### config.mk
export PLATFORM = sky130hd
export DESIGN_NAME = branch_cond_unit
export DESIGN_NICKNAME = d
export VERILOG_FILES = /design/src/rtl/branch_cond_pkg.sv /design/src/rtl/branch_cond_unit_cond_eval.sv /design/src/rtl/branch_cond_unit.sv
export SDC_FILE = /design/constraint.sdc
export NUM_CORES = 1
export LEC_CHECK = 0
export ABC_AREA = 1
export CAP_MARGIN = 20
export CORE_MARGIN = 2
export CORE_UTILIZATION = 35
export DETAILED_ROUTE_END_ITERATION = 10
export PLACE_DENSITY = 0.61
export REMOVE_ABC_BUFFERS = 1
export SYNTH_ARGS = -nofsm -noshare
export SYNTH_HDL_FRONTEND = slang
export SYNTH_SLANG_ARGS = --single-unit
### constraint.sdc
create_clock -name Clock -period 1.8 [get_ports Clock]
set_input_delay 0.18 -clock Clock [delete_from_list [all_inputs] [get_ports Clock]]
set_output_delay 0.18 -clock Clock [all_outputs]
set_load 0.03 [all_outputs]
### src/rtl/branch_cond_pkg.sv
// Shared encodings for the branch condition unit:
// condition codes and FSM state.
package branch_cond_pkg;

   typedef enum logic [2:0] {
      COND_ZR = 3'b000,
      COND_NZ = 3'b001,
      COND_PL = 3'b010,
      COND_MI = 3'b011,
      COND_AL = 3'b100,
      COND_NV = 3'b101,
      COND_GT = 3'b110,
      COND_LE = 3'b111
   } cond_e;

   typedef enum logic [1:0] {
      ST_IDLE = 2'b00,
      ST_EVAL = 2'b01,
      ST_HOLD = 2'b10
   } state_e;

endpackage

### src/rtl/branch_cond_unit_cond_eval.sv
// Combinational branch condition evaluator on a
// two's complement operand.
module cond_eval
   import branch_cond_pkg::*;
#(
   parameter int DATA_W = 32
) (
   input  logic [DATA_W-1:0] operand,
   input  logic [2:0]        Cond,
   output logic              taken
);

   logic zero;
   logic neg;

   assign zero = (operand == '0);
   assign neg  = operand[DATA_W-1];

   always_comb begin
      taken = 1'b0;
      case (cond_e'(Cond))
         COND_ZR: taken = zero;
         COND_NZ: taken = ~zero;
         COND_PL: taken = ~neg;
         COND_MI: taken = neg;
         COND_AL: taken = 1'b1;
         COND_NV: taken = 1'b0;
         COND_GT: taken = ~neg & ~zero;
         COND_LE: taken = neg | zero;
         default: taken = 1'b0;
      endcase
   end

endmodule

### src/rtl/branch_cond_unit.sv
// Branch condition unit: operand stage, IDLE/EVAL/HOLD
// handshake FSM and saturating taken/not-taken counters.
module branch_cond_unit
   import branch_cond_pkg::*;
#(
   parameter int DATA_W = 32,
   parameter int CNT_W  = 8
) (
   input  logic              Clock,
   input  logic              Resetn,
   input  logic              CONin,
   input  logic [2:0]        Cond,
   input  logic [DATA_W-1:0] Bus,
   input  logic              BranchAck,
   input  logic              CntClr,
   output logic              BranchValid,
   output logic              BranchOut,
   output logic              Busy,
   output logic              Overrun,
   output logic [CNT_W-1:0]  TakenCnt,
   output logic [CNT_W-1:0]  NotTakenCnt
);

   state_e             state_q, state_d;
   logic [DATA_W-1:0]  op_q;
   logic [2:0]         cond_q;
   logic               valid_q, out_q, ovr_q;
   logic [CNT_W-1:0]   tcnt_q, ncnt_q;
   logic               taken;
   logic               in_idle, in_eval, in_hold;
   logic               accept, drop;

   assign in_idle = (state_q == ST_IDLE);
   assign in_eval = (state_q == ST_EVAL);
   assign in_hold = (state_q == ST_HOLD);

   // HOLD with ack and a new request chains straight into EVAL
   assign accept = CONin & (in_idle | (in_hold & BranchAck));
   assign drop   = CONin & (in_eval | (in_hold & ~BranchAck));

   cond_eval #(
      .DATA_W (DATA_W)
   ) u_eval (
      .operand (op_q),
      .Cond    (cond_q),
      .taken   (taken)
   );

   always_ff @(posedge Clock) begin
      if (!Resetn) state_q <= ST_IDLE;
      else         state_q <= state_d;
   end

   always_comb begin
      state_d = state_q;
      case (state_q)
         ST_IDLE: if (CONin) state_d = ST_EVAL;
         ST_EVAL: state_d = ST_HOLD;
         ST_HOLD: begin
            if (BranchAck) state_d = CONin ? ST_EVAL : ST_IDLE;
         end
         default: state_d = ST_IDLE;
      endcase
   end

   always_comb begin
      Busy = in_eval | in_hold;
   end

   always_ff @(posedge Clock) begin
      if (!Resetn) begin
         op_q   <= '0;
         cond_q <= '0;
      end else if (accept) begin
         op_q   <= Bus;
         cond_q <= Cond;
      end
   end

   always_ff @(posedge Clock) begin
      if (!Resetn) begin
         valid_q <= 1'b0;
         out_q   <= 1'b0;
      end else if (in_eval) begin
         valid_q <= 1'b1;
         out_q   <= taken;
      end else if (in_hold && BranchAck) begin
         valid_q <= 1'b0;
         out_q   <= 1'b0;
      end
   end

   always_ff @(posedge Clock) begin
      if (!Resetn || CntClr) begin
         tcnt_q <= '0;
         ncnt_q <= '0;
         ovr_q  <= 1'b0;
      end else begin
         if (drop) ovr_q <= 1'b1;
         if (in_eval && taken && tcnt_q != '1)
            tcnt_q <= tcnt_q + CNT_W'(1);
         if (in_eval && !taken && ncnt_q != '1)
            ncnt_q <= ncnt_q + CNT_W'(1);
      end
   end

   assign BranchValid = valid_q;
   assign BranchOut   = out_q;
   assign Overrun     = ovr_q;
   assign TakenCnt    = tcnt_q;
   assign NotTakenCnt = ncnt_q;

endmodule

# After elaboration in Yosys (flattened, before gate mapping)
# Cells that the tools add are included.
dict set report op_classes {
  n_addsub 2
  eq_ne 13
  n_mux 8
  n_bitwise 12
  reduce_logical 13
}
# cell count
set op_table {}
lappend op_table {{logical NOT 32 bit} 1}
lappend op_table {{adder 8 x 1 -> 8 bit (second input constant)} 2}
lappend op_table {{inequality test 8 bit (second input constant)} 2}
lappend op_table {{equality test 3 bit (second input constant)} 4}
lappend op_table {{case mux 1 bit (8 select lines)} 1}
lappend op_table {{equality test 3 x 2 -> 1 bit (second input constant)} 2}
lappend op_table {{case mux 2 bit (3 select lines)} 1}
lappend op_table {{AND 1 bit} 5}
lappend op_table {{logical AND 1 bit} 5}
lappend op_table {{two-way mux 1 bit} 4}
lappend op_table {{two-way mux 2 bit} 2}
lappend op_table {{inequality test 2 bit (second input constant)} 2}
lappend op_table {{bitwise OR 1 bit} 4}
lappend op_table {{equality test 3 x 1 -> 1 bit (second input constant)} 1}
lappend op_table {{logical NOT 3 bit} 1}
lappend op_table {{inverter 1 bit} 3}
lappend op_table {{equality test 2 x 1 -> 1 bit (second input constant)} 1}
lappend op_table {{equality test 2 bit (second input constant)} 1}
lappend op_table {{logical NOT 1 bit} 2}
lappend op_table {{logical NOT 2 bit} 1}
lappend op_table {{AND reduction 2 bit} 1}
lappend op_table {{nonzero test 2 bit} 1}
lappend op_table {{logical OR 1 bit} 1}
dict set report word_totals {
  reg_bits 56
  input_bits 40
  out_inout_bits 20
}

# Logic depth before layout (Yosys ltp)
# Gate-level depths: netlist (run 1).
dict set report logic_depth {
  word_depth 7
  mapped_depth 12
}

# Cells and area by module
# Synthesis (run 1) repeated with hierarchy kept, for this count alone.
dict set report hier_totals {
  cells_unflattened 376
  hier_area_um2 2585.0
}
# module instances cells_per_inst area_per_inst_um2 seq_area_each_um2
set by_module_without_submodules {}
lappend by_module_without_submodules {branch_cond_unit 1 322 2362.3 1121.1}
lappend by_module_without_submodules {cond_eval 1 54 222.7 0.0}

# Worst setup path before layout (run 1)
# OpenSTA, ideal clock, no wires.
dict set report synth_timing {
  path_type {register to register}
  startpoint {reg tcnt_q[0], in the netlist TakenCnt[0]}
  endpoint {reg tcnt_q[5], in the netlist TakenCnt[5]}
  arrival_time_ns 1.679
  required_time_ns 1.730
  slack_ns 0.050
  path_stages_with_launch 10
  n_path_buf 0
  period_less_slack_ns 1.750
  cell_sequence {dfxtp_1 ha_1 nand2_1 inv_1 nand4_1 nor2_2 inv_1 nand4_2 nand2_1 a21oi_1}
}
dict set report synth_between {
  elab_chain_cells 2
}
# element line_no
set synth_rtl {}
lappend synth_rtl {{start: declaration} branch_cond_unit.sv:28} ;# logic [CNT_W-1:0] tcnt_q, ncnt_q;
lappend synth_rtl {{start signal: assignment} branch_cond_unit.sv:101} ;# tcnt_q <= tcnt_q + CNT_W'(1);
lappend synth_rtl {{branches (longest 2 deep; another with adder 8 x 1 -> 8 bit)} -}
# Several ways; the timed one is not identified.
# A chain may end at the register's enable or synchronous reset.

# Final worst setup path (run 1)
dict set report layout_timing {
  startpoint {reg ncnt_q[7], in the netlist NotTakenCnt[7]}
  endpoint {out NotTakenCnt[7]}
}
# element line_no
set layout_lines {}
lappend layout_lines {{start: declaration} branch_cond_unit.sv:28}
lappend layout_lines {{start signal: assignment} branch_cond_unit.sv:103} ;# ncnt_q <= ncnt_q + CNT_W'(1);
lappend layout_lines {{end: declaration} branch_cond_unit.sv:21} ;# output logic [CNT_W-1:0] NotTakenCnt
# No word-level cell between the ends.

==> summary.md, run 1 <==
The flow ran to the end, and the final reports show no timing, DRC or antenna violations. For the initial antenna violation count, the log shows 0. For this design the top-level I/O count stands at 60.

The net switching fraction of the power came out at 0.4003. The number of remaining DRC errors was 0; the fraction of power consumed by sequential logic was 0.411. The maximum clock frequency came out at 0.6007 GHz.

At the worst endpoint, the required time is 1.62 ns. The count of buffers added on input and output ports is 59. Uppermost signal routing layer after detailed routing: met4.

Clock latency on the worst-skew pair, taken at its later pin, is 0.31 ns. Total detailed-routing wirelength: 5539 um. In this run the vertical extent of the chip is 89.13 um. The internal power is 2.423 mW. By area the synthesized netlist is led by sky130_fd_sc_hd__dfxtp_1 44%, sky130_fd_sc_hd__nor2_1 13%, sky130_fd_sc_hd__o21ai_0 7.5%, sky130_fd_sc_hd__nand2_1 6.8%, sky130_fd_sc_hd__a21oi_1 4.9%. The most common library cell in the layout ignoring fill and taps is sky130_fd_sc_hd__nor2_1. The headroom to the max-slew limit was 0.6435. Counting every instance in the synthesized netlist gives 344. The tools report the number of slew-limit violations in the final report as 0. Measured along the x axis, the die boundary spans 89.13 um. For this run the aggregate overflow at the end of global routing stands at 0. Proportion of netlist area held by the largest area contributor: 0.4420. The buffers plus inverters on the worst setup path is 1, and the delay of the slowest cell on the worst path is 0.71 ns.

The number of hold violations in the final report is 0. The clock transition at the registers of the reported paths works out to 0.10 ns. The starting density of the core is 0.3554, and the maximum resistive drop on vdd is 712.4 uV.

The overall power consumption was 4.040 mW; the total number of H-tree levels was 2. The critical-path cell with the highest stage delay is sky130_fd_sc_hd__clkdlybuf4s50_1. Setup violations remaining at the end of the flow were counted as 0.

In the detailed route, the total length drawn on met3 is 166 um. For the static leakage power, the log shows 1.329 nW. Kind of critical path: reg2out. The logic depth of the worst path, buffers included was 1. The run gives 0.423 as the power share of the combinational group. The wire length on met1 came out at 2725 um.

The die covers 0.007943 mm^2. For the HPWL after detailed placement, the log shows 3960 um. The final period demand of the worst path came out at 1.665 ns. CTS placed an instance of sky130_fd_sc_hd__clkbuf_8 at the clock tree root. In this run, the number of DRC markers left after iteration 0 of detailed routing was 70. The largest total area in the synthesized netlist belongs to sky130_fd_sc_hd__dfxtp_1. For the final database, setup skew stands at 0.004830 ns.

Synthesis inferred 56 register bits. STA classifies the critical path endpoint as a primary output. The number of cells traversed by the worst register-to-register path was 11; the power density over the cells was 1189 mW/mm^2.

At the pin with the least slew margin, the transition time is 0.5341 ns. Dividing the detail-routed via count by the number of cells gives 4.562. The worst hold slack after final layout came out at 0.4463 ns. The layout has 759 filler cells.

The worst path meets setup with 0.1354 ns of slack. The tools report the hold buffer count at CTS as 0. The setup slack on the worst flop-to-flop path came out at 0.15 ns. The tools report the critical path arrival as 1.48 ns. The worst setup path is launched from a register. The number of nets at the end of the flow came out at 451. The number of search-and-repair iterations in the first detailed-routing pass is 5. The logs give 0.4420 for the share of synthesized area occupied by flip-flops and latches and 31 for the number of core rows. The maximum buffer depth of the clock tree was 2. The tool flagged a number of max-cap violations equal to 0. The startpoint identified for the worst hold timing path is Bus[27].

After detailed routing, the average wire length per cell comes to 10.99 um. The placer's final routability congestion estimate was 0.7966; the number of warnings reported in the yosys synthesis log was 0. The number of unique standard cell types used by synthesis was 30; the via count of the first global-routing pass was 2058. Mean instance size in the synthesized netlist: 7.373 um^2. The endpoint of the lowest-slack register-to-register path is TakenCnt[7]. The global-route total usage across every layer is 0.1453, and the total number of vias is 2299. The share of final-layout standard cells stronger than drive strength 1 was 0.09136; the post-route antenna net violation count was 0.

Share of the clock period used by the worst path: 0.9248. The repair_antennas step left the layout with diodes totalling 0. The first global-routing pass estimated 9142 um of wire. The worst hold path terminates at op_q[27]. Setup total negative slack on the finished layout was measured at 0 ns. The synthesis-to-finish area growth came out at 33.99%.

TritonCTS built the clock tree. The min-delay analysis places its worst path in the category in2reg. Of all nets on the critical path, the largest fanout is 4. The clock drives 56 sinks. The maximum number of pins on one net before global-route repair is 37, and the net switching power is 1.617 mW. The tools report the beginning of the worst register-to-register path as op_q[29]. For the worst-case setup slack after placement, the log shows 0.09930 ns. The most critical setup path has its startpoint at NotTakenCnt[7]. Leaving out fill and tap cells, the most frequent cells in the layout are 87 x sky130_fd_sc_hd__nor2_1, 58 x sky130_fd_sc_hd__clkdlybuf4s50_1, 54 x sky130_fd_sc_hd__dfxtp_1. Portion of total power attributed to the clock network: 0.165. In the detailed route, the total length drawn on met2 is 2573 um. The netlist area before placement was 0.002536 mm^2; the core outline area was 0.007137 mm^2. The critical path goes through clkdlybuf4s50_1.

Setup repair after global routing could not meet its margin everywhere. The worst hold path passes through 3 cells. The number of clock buffers added by TritonCTS is 5.

In this design, the largest share of critical-path delay is due to buffers and inverters.
[through the flow]
step                      cell area [um^2]  std cells  utilization
after floorplan                       2490        332            -
after global placement                3253        496       0.4558
after detailed placement              3253        496       0.4558
after CTS                             3333        503       0.4670
after global routing                  3398        504       0.4762
final                                 3398        504       0.4762
[what timing repair did]
action / 4_1_cts / 5_1_grt
pin swaps: 0 / 9
endpoints found under the setup margin: 1 / 16
resized for setup: 1 / 12
setup buffers: 0 / 1
gates cloned: 0 / 0
[worst max path at each step]
stage,end,slack (ns)
global placement,NotTakenCnt[1],0.11
floorplan,cond_q[0],-0.95
detailed placement,NotTakenCnt[4],0.1
global route,TakenCnt[6],-0.03
CTS,NotTakenCnt[0],0.09
finish,NotTakenCnt[7],0.14
[cell families after synthesis]
family	synth area share
flip-flops	0.4420
adder cells (fa/ha/maj)	0.02960
XOR/XNOR	0.03799
AO/OA/AOI/OAI	0.1396
AND/OR/NAND/NOR	0.3014
buffers and inverters	0.04933
[cells in the mapped netlist]
library cell	number
sky130_fd_sc_hd__nor2_1	91
sky130_fd_sc_hd__dfxtp_1	56
sky130_fd_sc_hd__nand2_1	46
sky130_fd_sc_hd__o21ai_0	38
sky130_fd_sc_hd__a21oi_1	25
sky130_fd_sc_hd__inv_1	19
sky130_fd_sc_hd__nand3_1	14
sky130_fd_sc_hd__clkbuf_1	10
sky130_fd_sc_hd__xor2_1	8
sky130_fd_sc_hd__ha_1	6
sky130_fd_sc_hd__nor2_2	4
sky130_fd_sc_hd__nand4_1	3
sky130_fd_sc_hd__xnor2_1	3
sky130_fd_sc_hd__inv_2	2
sky130_fd_sc_hd__nand3_4	2
sky130_fd_sc_hd__nand4_2	2
sky130_fd_sc_hd__nor3_1	2
sky130_fd_sc_hd__a211oi_1	1
sky130_fd_sc_hd__a31oi_2	1
sky130_fd_sc_hd__buf_1	1
sky130_fd_sc_hd__buf_2	1
sky130_fd_sc_hd__nand2_2	1
sky130_fd_sc_hd__nand2_4	1
sky130_fd_sc_hd__nand3_2	1
sky130_fd_sc_hd__nand3b_1	1
sky130_fd_sc_hd__nor2_4	1
sky130_fd_sc_hd__nor2_8	1
sky130_fd_sc_hd__o21ai_1	1
sky130_fd_sc_hd__o21bai_1	1
sky130_fd_sc_hd__o22ai_1	1
[metal layers]
layer / global-route usage / vias up
li1: - / 1231
met1: 0.1949 / 1028
met2: 0.2377 / 33
met3: 0.02678 / 7
met4: 0.04478 / 0
met5: 0 / -
[power groups by stage]
stage | registers, mW | clock network (mW) | logic (mW)
4_1_cts | 1.66 | 0.694 | 1.60
3_3_place_gp | 1.68 | 0 | 1.60
6_report | 1.66 | 0.667 | 1.71
5_1_grt | 1.70 | 0.747 | 1.92
2_1_floorplan | 1.70 | 0 | 1.06
3_5_place_dp | 1.68 | 0 | 1.61
[final cells by class]
| class | instances | area, um^2 | share of cell area |
|---|---|---|---|
| multi-input cells | 255 | 1349 | 0.3969 |
| flip-flops and latches | 56 | 1124 | 0.3306 |
| repair buffers | 66 | 641.9 | 0.1889 |
| well taps | 99 | 123.9 | 0.03645 |
| inverters | 21 | 78.83 | 0.02320 |
| clock buffers | 5 | 68.82 | 0.02025 |
| clock inverters | 2 | 12.51 | 0.003682 |
[flip-flops by register name, summed over array words and instances (netlist names)]
name	cells
BranchOut	1
BranchValid	1
NotTakenCnt	8
Overrun	1
TakenCnt	8
cond_q	3
op_q	32
state_q	2
Power figures use the tool's default switching activity.
==> inputs of run 2 (changes only) <==
CORE_MARGIN = 3   (was 2)
clock period = 1.9 ns   (was 1.8 ns; I/O delays follow)
==> run 2 against run 1 <==
Net effect: largest power group is now sequential cells; clock skew up 0.0019 ns; global-route usage down 0.15 points; first-iteration DRC count down 7.1%; clock power up 16%; sequential share of layout area up 0.46 points; final cell count down 0.99%; die area up 4.5%; non-clock buffer count down 3.
==> summary.md, run 2 (synthesis gave the netlist of run 1 again) <==
Worst hold path class: in2reg. In this run the worst path has a maximum fanout of 8. The tools report the via count of the first global-routing pass as 2255. On the worst path, the slowest cell contributes a delay of 0.41 ns. Number of design-rule violations left by the first detailed-router iteration: 65. The final period demand of the worst path was 1.717 ns; the die span in x was 91.13 um.

The summed negative setup slack over all endpoints was 0 ns; the initial antenna violation count was 0. The number of core rows is 30. The number of slew-limit violations in the final report is 0, and the total number of H-tree levels is 2.

At the end of routability-driven placement, the weighted congestion stood at 0.7714. Routed via count divided by cell count: 4.537. Summed over all nets, the half-perimeter wirelength after detailed placement is 4204 um. Leaving out fill and tap cells, the most frequent cell in the layout is sky130_fd_sc_hd__nor2_1. The number of remaining DRC errors is 0, and the number of fill cells in the layout is 719. Together, buffers and inverters on the worst path number 2. The critical path goes through ha_1, nand2_1, inv_1, nand4_1, nor2_2, inv_1, nand4_2, nand2_1, a21oi_1. For the pin with the worst max-slew slack, the measured transition is 0.5250 ns. The area of the die is 0.008304 mm^2. The top-level port count was 60; the number of inserted diodes was 0.

The share of the clock period used by the worst path is 0.9037. The tools report the maximum number of pins on one net before global-route repair as 40. The critical path launch point type was a register. For the global-route total usage across every layer, the log shows 0.1438. The synthesis-to-finish area growth is 31.87%. The top cell types in the final layout, fill and taps aside, are 91 x sky130_fd_sc_hd__nor2_1, 58 x sky130_fd_sc_hd__clkdlybuf4s50_1, 56 x sky130_fd_sc_hd__dfxtp_1.

In this run the remaining antenna-violating nets after routing total 0. The core region is 0.006907 mm^2. After detailed routing, the average wire length per cell comes to 11.55 um. The run finished with clean final reports.

The tools report the starting density of the core as 0.3672. The number of nets at the end of the flow is 448. The type of destination of the critical path was a register.

The number of hold violations in the final report is 0, and the maximum resistive drop on vdd is 755.9 uV. The first TritonRoute pass finished after 4 iterations. The total number of vias was 2264; the post-layout utilization of the core was 0.4842. The final standard cell count with taps included and fillers excluded was 499. In this run the tool buffered the top-level ports with 59 buffer cells. The tools report the count of final setup violators as 0. Data arrives at the worst endpoint at 1.96 ns.

Height of the die: 91.13 um. TritonCTS built the clock tree. The first global-routing pass estimated 10040 um of wire. The number of sinks driven by the clock tree is 56, and the flip-flop count of the largest register after layout is 32. In this run the static leakage power is 1.325 nW. Setup slack on the critical path of the routed design comes to 0.1830 ns. Count of placed standard cells including taps: 491.

The headroom to the max-slew limit was 0.6496. The register bank with the most flops is op_q. The largest individual stage delay along the critical path comes from the cell sky130_fd_sc_hd__dfxtp_1. In this run the clock root is driven by a sky130_fd_sc_hd__clkbuf_8. For this design the ratio of total power to cell area is 1140 mW/mm^2. For the maximum clock frequency, the log shows 0.5824 GHz.

The clock transition at the registers of the reported paths is 0.10 ns. The tools report the later-pin clock latency in the skew report as 0.31 ns. On the final layout, the worst clock skew is 0.006717 ns. The share of final-layout standard cells stronger than drive strength 1 is 0.07196. Max-capacitance violation count: 0. In this design, the largest share of critical-path delay is due to simple AND/OR/NAND/NOR gates. The worst-case setup slack after placement was 0.2113 ns; the overall power consumption was 3.813 mW. Setup repair after global routing left no endpoint under its margin. The kind of critical path was reg2reg.

The routed design has 5761 um of wire. For the maximum buffer depth of the clock tree, the log shows 2. For the aggregate global routing overflow, the log shows 0.

In this run, CTS created clock tree buffers numbering 5. For the worst setup path, the data required time is 2.14 ns.
==> run 2: final timing paths <==
kind,from,endpoint,cells after the start,slack (ns)
max,TakenCnt[0],TakenCnt[2],9,0.18
min,Bus[26],op_q[26],3,0.46
max reg2reg,TakenCnt[0],TakenCnt[2],9,0.18
min reg2reg,BranchValid,BranchValid,2,0.47
==> run 2: where the power goes <==
group / switching, mW / internal, mW
clock network: 0.383 / 0.390
registers: 0.140 / 1.43
logic: 0.931 / 0.535
==> run 2: stage by stage <==
step	hold slack [ns]	area (um^2)
after floorplan	0.3249	2490
after global placement	0.4593	3234
after detailed placement	0.4614	3234
after CTS	0.4499	3344
after global routing	0.4623	3344
final	0.4576	3344
==> run 2: layer usage <==
layer | part of all wire | up-vias | global-route usage
met5 | 0 | - | 0
met4 | 0.011 | 0 | 0.03769
met3 | 0.028 | 6 | 0.02651
met2 | 0.49 | 29 | 0.2544
met1 | 0.47 | 1007 | 0.1786
li1 | - | 1222 | -
==> run 2: tightest hold or removal path, cell delays in order <==
cell and delay [ns]:
sky130_fd_sc_hd__clkdlybuf4s50_1 0.39, sky130_fd_sc_hd__nor2_1 0.10, sky130_fd_sc_hd__nor2_1 0.05
==> run 2: timing repair <==
| item | 4_1_cts | 5_1_grt |
|---|---|---|
| setup endpoints to repair | 1 | 0 |
| hold buffers | 0 | 0 |
| setup buffers | 0 | 0 |
| gates resized for setup | 1 | 0 |
==> run 2: cell type report <==
cell class	count	area (um^2)	share of cell area
Multi-Input combinational cell	255	1294	0.3868
Sequential cell	56	1121	0.3352
Timing Repair Buffer	63	619.3	0.1852
Tap cell	96	120.1	0.03591
Inverter	21	78.83	0.02357
Clock buffer	5	68.82	0.02058
Clock inverter	3	42.54	0.01272
==> inputs of run 3 (changes only) <==
CAP_MARGIN = unset   (was 20)
==> results of run 3 <==
Same layout as run 2: the final DEF is identical, and so are final timing and power.
